`config.mk`:
```
export PLATFORM = sky130hd
export DESIGN_NAME = mem_arbiter
export DESIGN_NICKNAME = d
export VERILOG_FILES = /design/src/rtl/mem_pkg.sv /design/src/rtl/mem_arb_pick.sv /design/src/rtl/mem_arbiter.sv
export SDC_FILE = /design/constraint.sdc
export NUM_CORES = 1
export LEC_CHECK = 0
export BUFFER_PORTS_ARGS = -buffer_cell sky130_fd_sc_hd__buf_2
export CAP_MARGIN = 20
export CORE_AREA = 2 2 68 86
export DETAILED_ROUTE_END_ITERATION = 6
export DIE_AREA = 0 0 70 88
export PLACE_DENSITY = 0.7
export SYNTH_ARGS = -nofsm -noshare
export SYNTH_HDL_FRONTEND = slang
export SYNTH_SLANG_ARGS = --single-unit
```
`constraint.sdc`:
```
create_clock -name clk -period 2 [get_ports clk]
set_input_delay 0 -clock clk [delete_from_list [all_inputs] [get_ports clk]]
set_output_delay 0 -clock clk [all_outputs]
set_load 0.02 [all_outputs]
```
`src/rtl/mem_pkg.sv`:
```
// mem_pkg: types and defaults shared by the memory arbiter files.
//   mem_cmd_t   : the command a port presents (MNONE, MWRITE, MREAD; 2'b11 acts as MNONE)
//   arb_state_t : the arbiter sequencer states
//   DATA_W_DEF / ADDR_W_DEF : default data and port address widths
package mem_pkg;

  localparam int DATA_W_DEF = 16;
  localparam int ADDR_W_DEF = 9;

  typedef enum logic [1:0] {
    MNONE  = 2'b00,
    MWRITE = 2'b01,
    MREAD  = 2'b10
  } mem_cmd_t;

  typedef enum logic [1:0] {
    IDLE   = 2'b00,
    ACCESS = 2'b01,
    RDATA  = 2'b10
  } arb_state_t;

  // 2'b11 is not a legal command and must never start an access.
  function automatic logic cmd_is_pending(input logic [1:0] cmd);
    return (cmd == MWRITE) || (cmd == MREAD);
  endfunction

endpackage

```
`src/rtl/mem_arb_pick.sv`:
```
// mem_arb_pick: combinational winner selection between the two ports.
// Optional feature macro: MEM_ARB_RR_EN (round-robin when defined,
// fixed priority with port 0 first when undefined).
// Ports:
//   pend0_i, pend1_i : port has a MREAD/MWRITE pending
//   last_i           : port that won the previous grant (MEM_ARB_RR_EN only)
//   valid_o          : some port is pending
//   port_o           : winning port id (0 or 1)
module mem_arb_pick (
  input  logic pend0_i,
  input  logic pend1_i,
`ifdef MEM_ARB_RR_EN
  input  logic last_i,
`endif
  output logic valid_o,
  output logic port_o
);

  always_comb begin
    valid_o = pend0_i | pend1_i;
    port_o  = 1'b0;
    if (pend0_i && pend1_i) begin
`ifdef MEM_ARB_RR_EN
      port_o = ~last_i;
`else
      port_o = 1'b0;
`endif
    end else if (pend1_i) begin
      port_o = 1'b1;
    end
  end

endmodule

```
`src/rtl/mem_arbiter.sv`:
```
// mem_arbiter: shares one 256x16 synchronous-read RAM between port 0 (CPU)
// and port 1 (loader/debug). One access at a time: IDLE samples the ports,
// ACCESS drives the RAM, RDATA returns registered RAM data for in-range reads.
// Addresses with the top bit set never touch the RAM and read as zero.
// Optional feature macro: MEM_ARB_RR_EN selects round-robin arbitration.
//
// state  | meaning
// IDLE   | sample both ports, latch the winner's request
// ACCESS | drive RAM address/write; ack writes and out-of-range accesses
// RDATA  | RAM output valid; ack the read with ram_dout
//
// Ports:
//   clk, reset                      : clock, synchronous active-high reset
//   mem_cmd0/1, mem_addr0/1         : per-port command and address
//   write_data0/1                   : per-port write data
//   ack0, ack1                      : one-cycle completion pulse per port
//   read_data                       : read result, zero unless a read is acked
//   ram_addr, ram_write, ram_din    : RAM address, write enable, write data
//   ram_dout                        : registered RAM read data
//   busy                            : high whenever not IDLE
module mem_arbiter
  import mem_pkg::*;
#(
  parameter int DATA_W = DATA_W_DEF,
  parameter int ADDR_W = ADDR_W_DEF,
  parameter int RAM_AW = ADDR_W - 1
) (
  input  logic              clk,
  input  logic              reset,
  input  logic [1:0]        mem_cmd0,
  input  logic [1:0]        mem_cmd1,
  input  logic [ADDR_W-1:0] mem_addr0,
  input  logic [ADDR_W-1:0] mem_addr1,
  input  logic [DATA_W-1:0] write_data0,
  input  logic [DATA_W-1:0] write_data1,
  output logic              ack0,
  output logic              ack1,
  output logic [DATA_W-1:0] read_data,
  output logic [RAM_AW-1:0] ram_addr,
  output logic              ram_write,
  output logic [DATA_W-1:0] ram_din,
  input  logic [DATA_W-1:0] ram_dout,
  output logic              busy
);

  arb_state_t        state_q, state_d;
  logic              port_q;
  logic              is_read_q;
  logic [ADDR_W-1:0] addr_q;
  logic [DATA_W-1:0] wdata_q;

  logic pend0, pend1, grant_valid, grant_port, capture;
  logic out_of_range, ack_any;
  logic [1:0] sel_cmd;

  assign pend0 = cmd_is_pending(mem_cmd0);
  assign pend1 = cmd_is_pending(mem_cmd1);

`ifdef MEM_ARB_RR_EN
  logic last_q;
`endif

  mem_arb_pick u_pick (
    .pend0_i (pend0),
    .pend1_i (pend1),
`ifdef MEM_ARB_RR_EN
    .last_i  (last_q),
`endif
    .valid_o (grant_valid),
    .port_o  (grant_port)
  );

  assign capture = (state_q == IDLE) && grant_valid;
  assign sel_cmd = grant_port ? mem_cmd1 : mem_cmd0;

  always_ff @(posedge clk) begin
    if (reset) begin
      state_q   <= IDLE;
      port_q    <= 1'b0;
      is_read_q <= 1'b0;
      addr_q    <= '0;
      wdata_q   <= '0;
    end else begin
      state_q <= state_d;
      if (capture) begin
        port_q    <= grant_port;
        is_read_q <= (sel_cmd == MREAD);
        addr_q    <= grant_port ? mem_addr1 : mem_addr0;
        wdata_q   <= grant_port ? write_data1 : write_data0;
      end
    end
  end

`ifdef MEM_ARB_RR_EN
  // Reset to port 1 so that port 0 wins the first contested grant.
  always_ff @(posedge clk) begin
    if (reset) begin
      last_q <= 1'b1;
    end else if (capture) begin
      last_q <= grant_port;
    end
  end
`endif

  assign out_of_range = addr_q[ADDR_W-1];
  assign ram_addr     = addr_q[RAM_AW-1:0];
  assign ram_din      = wdata_q;
  assign busy         = (state_q != IDLE);

  always_comb begin
    state_d   = state_q;
    ack_any   = 1'b0;
    ram_write = 1'b0;
    read_data = '0;
    case (state_q)
      IDLE: begin
        if (grant_valid) state_d = ACCESS;
      end
      ACCESS: begin
        if (!is_read_q) begin
          ram_write = ~out_of_range;
          ack_any   = 1'b1;
          state_d   = IDLE;
        end else if (out_of_range) begin
          ack_any = 1'b1;
          state_d = IDLE;
        end else begin
          state_d = RDATA;
        end
      end
      RDATA: begin
        ack_any   = 1'b1;
        read_data = ram_dout;
        state_d   = IDLE;
      end
      default: state_d = IDLE;
    endcase
    // A reset cycle abandons the transaction: no ack and no RAM write.
    if (reset) begin
      ack_any   = 1'b0;
      ram_write = 1'b0;
      read_data = '0;
    end
  end

  assign ack0 = ack_any & ~port_q;
  assign ack1 = ack_any & port_q;

endmodule

```
# Word level (Yosys, flattened, before mapping)
# Index checks and enable logic that the tools add are counted.
# Widths: inputs -> output; s select.
totals:
  latchBits: 0
  ram_bits: 0
  rom_bits: 0
  mem_count: 0
  ff_bits: 29
op_classes:
  n_shift: 0
  muxes: 18
  n_div: 0
  n_addsub: 0
  n_reduce_logical: 6
  eq_ne: 8
  order_cmp: 0
  multipliers: 0
  n_bitwise: 5
op_table:
  columns: ["op", "count"]
  rows:
  - ["$mux 16", 3]
  - ["$mux 9", 1]
  - ["$eq 2x2->1 const B", 4]
  - ["$mux 1", 8]
  - ["$mux 2", 4]
  - ["$eq 2x1->1 const B", 3]
  - ["$pmux 2 s2", 1]
  - ["$and 1x1->1", 2]
  - ["$logic_and 1x1->1", 2]
  - ["$logic_not 2->1", 1]
  - ["$logic_or 1x1->1", 2]
  - ["$ne 2x2->1 const B", 1]
  - ["$not 1->1", 2]
  - ["$pmux 1 s2", 1]
  - ["$reduce_bool 2->1", 1]
  - ["$or 1x1->1", 1]

# Longest topological paths before layout
depth:
  ltp_word: 6
  depth_mapped: 7
  depth_no_buf: 6

# Hierarchy
# A second synthesis with hierarchy kept.
unflattened:
  cells_unflattened: 172
  area_unflattened_um2: 1731.7
modules_own_cells:
  columns: ["mod", "cells_each", "area_per_inst_um2", "n_inst", "seq_area_each_um2"]
  rows:
  - ["mem_arbiter", 170, 1719.1, 1, 580.6]
  - ["mem_arb_pick", 2, 12.5, 1, 0.0]

# Worst setup path before layout
# No wires, ideal clock.
synth_timing:
  path_type: "reg-to-reg"
  start: "register state_q[0]"
  end: "register wdata_q[0] (netlist: ram_din[0])"
  t_arrival_ns: 1.429
  n_path_buf: 1
  stages_incl_launch_ff: 8
  path_slack_ns: 0.481
  synth_period_minus_slack_ns: 1.519
  setup_ns: 0.091
  cell_sequence: "dfxtp_1 inv_1 ha_1 inv_1 a21oi_2 buf_2 nor2_1 a311oi_1"
synth_between:
  elab_chain_cells: 2
synth_lines:
  columns: ["element", "line_no", "rtl"]
  rows:
  - ["start, declared", "mem_arbiter.sv:46", "arb_state_t state_q, state_d;"]
  - ["start signal, assigned", "mem_arbiter.sv:84", "state_q <= state_d;"]
  - ["$logic_not 2->1", "mem_arbiter.sv:73", "assign capture = (state_q == IDLE) && grant_valid;"]
  - ["$logic_and 1x1->1", "mem_arbiter.sv:73", null]
  - ["end signal, assigned", "mem_arbiter.sv:89", "wdata_q <= grant_port ? write_data1 : write_data0;"]
  - ["end, declared", "mem_arbiter.sv:50", "logic [DATA_W-1:0] wdata_q;"]
# Every way passes these cells.
# A chain may end at the register's enable or synchronous reset.

# Worst setup path in the final report
layout_timing:
  start: "register state_q[0]"
  end: "register addr_q[0]"
layout_between:
  elab_chain_cells: 2
layout_lines:
  columns: ["element", "line_no", "rtl"]
  rows:
  - ["$logic_not 2->1", "mem_arbiter.sv:73", null]
  - ["$logic_and 1x1->1", "mem_arbiter.sv:73", null]
  - ["end signal, assigned", "mem_arbiter.sv:88", "addr_q <= grant_port ? mem_addr1 : mem_addr0;"]
  - ["end, declared", "mem_arbiter.sv:49", "logic [ADDR_W-1:0] addr_q;"]
# Every way passes these cells.

==> impl_metrics.ini <==
[floorplanning]
die_y_um = 88
initial_core_util_pct = 29.5
die_x_um = 70
pin_count = 116
rows = 30
core_um2 = 5330
dieArea_um2 = 6160

[cts]
clkTransAtPathRegs_ns = 0.07
cts_sinks = 29
clock_path_buffers = 2
postCtsSetupBuffers = 0
cts_tree = built
clkLatencyLatePin_ns = 0.27
htreeDepth = 2
numCtsBuffers = 5
root_buffer = clkbuf_8

[critical_path]
r2r_slack_ns = 0.34
critPathCaptureType = flop
path_buf_inv = 3
cpMostUsedCell = inv_1
path_class = reg2reg
critical_path.top_delay_family = buffers and inverters
critPathArrivalTime_ns = 1.84
critical_path.cell_chain = inv_1, ha_1, inv_1, a21oi_4, buf_4, nor2_1, a311oi_1
required_ns = 2.18
crit_path_max_fanout = 26
cpPeakStageDelay_ns = 0.31
cp-start-kind = flop
slowest_stage = dfxtp_1

[cells_and_area]
fill_cells = 516
fin_util_pct = 50.4
syn_to_final_growth_pct = 70.9
drive_gt1_share_pct = 37.7
diodes = 0
nNetsFinal = 424

[timing]
skew_ns = 0.00524
rsz0062_at_grt = false
tightest_slew_ns = 0.603
slew_violations = 0
finalHoldViolCount = 0
clock.fmax_mhz = 601
slew_headroom_pct = 59.8
period_share_pct = 83.2
fin_crit_ns = 1.66
tns_ns = 0
setup_viol = 0

[power]
powerDensity_nw_per_um2 = 691
peakVddDrop_mv = 0.368
power.leakage_uw = 0.00134

[yosys]
synth_top_family_by_area = simple AND/OR/NAND/NOR gates
synth_top_cell_area_share_pct = 36.9
synth_xor_area_share_pct = 2.07
synth_compound_area_share_pct = 17.1
synthSimpleGateAreaFrac_pct = 31.4
yosysWarnings = 0
synth_seq_area_share_pct = 36.9
avgSynthCellArea_um2 = 7.82
syn_nets = 276
synthCells = 201
ys_ff_latch = 29
synth.largest_area_cell = dfxtp_1
syn_area_um2 = 1570
synth_mux_area_share_pct = 0
synth-adder-area-share_pct = 2.39
synth_area_leaders = dfxtp_1 37%, a311oi_1 14%, nand2_1 12%
synth_cell_types = 24

[placed_design]
place.gp.congestion = 0.722
io_buffers = 115
place_hpwl_um = 3170

[global_routing]
grt_first_pass_wirelength_um = 8230
grt_pass1_vias = 1904
grt_overflow = 0
grt_max_degree = 33
grtUsageTotal_pct = 16.5
antenna_found_initial = 0

[detailed_routing]
drt_wl_total_um = 4910
drc = 0
drt-wirelength-per-cell_um = 11.9
via_count = 1902
ant_nets = 0
via_per_inst = 4.59
drtPass1Iterations = 4
drt_iter0_drc = 53

[run]
max_cap_violations = 0

[run_status]
outcome = finished clean

[worst_hold_path]
min-delay-path-class = in2reg
[cell families (layout without fill, tap and decap cells)]
family,count (synthesis),in the layout
xor gates and xnor gates,2,2
DFF,29,29
AOI/OAI and AO/OA,33,33
and+or+nand+nor,108,108
buffers and inverters,26,175
adders and majority gates,3,3
[path summary, 6_finish.rpt]
| path | cells after the start | start | end |
|---|---|---|---|
| max | 7 | state_q[0]$_SDFFE_PP0P_ | addr_q[0]$_SDFFE_PP0P_ |
| min | 3 | write_data1[14] | ram_din[14]$_SDFFE_PP0P_ |
| max reg2reg | 7 | state_q[0]$_SDFFE_PP0P_ | addr_q[0]$_SDFFE_PP0P_ |
| min reg2reg | 2 | addr_q[7]$_SDFFE_PP0P_ | addr_q[7]$_SDFFE_PP0P_ |
[synth_stat cells, drive strengths merged]
cell and instances:
nand2b 4, nand3 1, a21oi 4, clkbuf 6, and2 17, nor3b 1, dfxtp 29, a311oi 26
xnor2 2, nand4b 1, ha 3, nand4 1, nand3b 2, inv 3, nor2b 4, nor4b 1
a211oi 1, nor2 25, buf 17, o21ai 2, nand2 51
[registers in the layout (all words and copies together) (netlist names)]
name,count
ram_din,16
is_read_q,1
state_q,2
port_q,1
addr_q,9
[layer usage]
layer	wire [µm]	vias up	track usage, %
met1	1850	847	17.0
met4	59	0	6.29
met2	2690	82	32.6
met3	304	4	3.68
met5	0	-	0
li1	-	969	-
[metrics by stage]
step / std cells / instance area [µm²] / total power, µW / setup slack [ns] / hold WS, ns
after floorplan: 201 / 1570 / 1100 / 0.481 / 0.153
after global placement: 361 / 2130 / 1260 / 0.457 / 0.267
after detailed placement: 361 / 2130 / 1270 / 0.333 / 0.271
after CTS: 414 / 2680 / 1870 / 0.111 / 0.000375
after global routing: 414 / 2690 / 1980 / 0.150 / 0.00466
final: 414 / 2690 / 1860 / 0.336 / 0.00548
[area by class of cell]
class / count / area, µm² / area share [%]
clock buffer: 7 / 96.3 / 3.59
inverter: 3 / 11.3 / 0.419
clock inverter: 1 / 5.00 / 0.186
multi-input combinational: 146 / 845 / 31.4
tap: 64 / 80.1 / 2.98
timing repair buffer: 164 / 1070 / 39.8
sequential: 29 / 581 / 21.6
[worst min-delay path: cells and delay by family]
kind                   cells  cell delay [ns]
buffers and inverters      1             0.10
AOI/OAI and AO/OA          1             0.08
and+or+nand+nor            1             0.05
[cell usage in the layout, fill, tap and decap left out, types with 2 or more instances in the layout]
cell type,instances
buf_4,3
nand3b_1,2
ha_1,3
nor2b_1,2
dlygate4sd3_1,45
buf_2,115
inv_1,3
nand2_1,51
nand2b_1,4
nor2b_2,2
clkbuf_8,7
dfxtp_1,29
xnor2_2,2
nor2_1,25
a311oi_1,26
a21oi_1,3
o21ai_0,2
and2_1,17
[what timing repair did]
item                                   CTS  global route
setup endpoints to repair                0            16
endpoints found under the hold margin   24             0
hold buffers                            45             0
resized for setup                        0             1
[power breakdown]
| group | internal, µW | total, µW | switching (µW) |
|---|---|---|---|
| clock network | 311 | 534 | 223 |
| logic | 277 | 618 | 342 |
| registers | 661 | 705 | 43.7 |
Power figures use the tool's default switching activity.
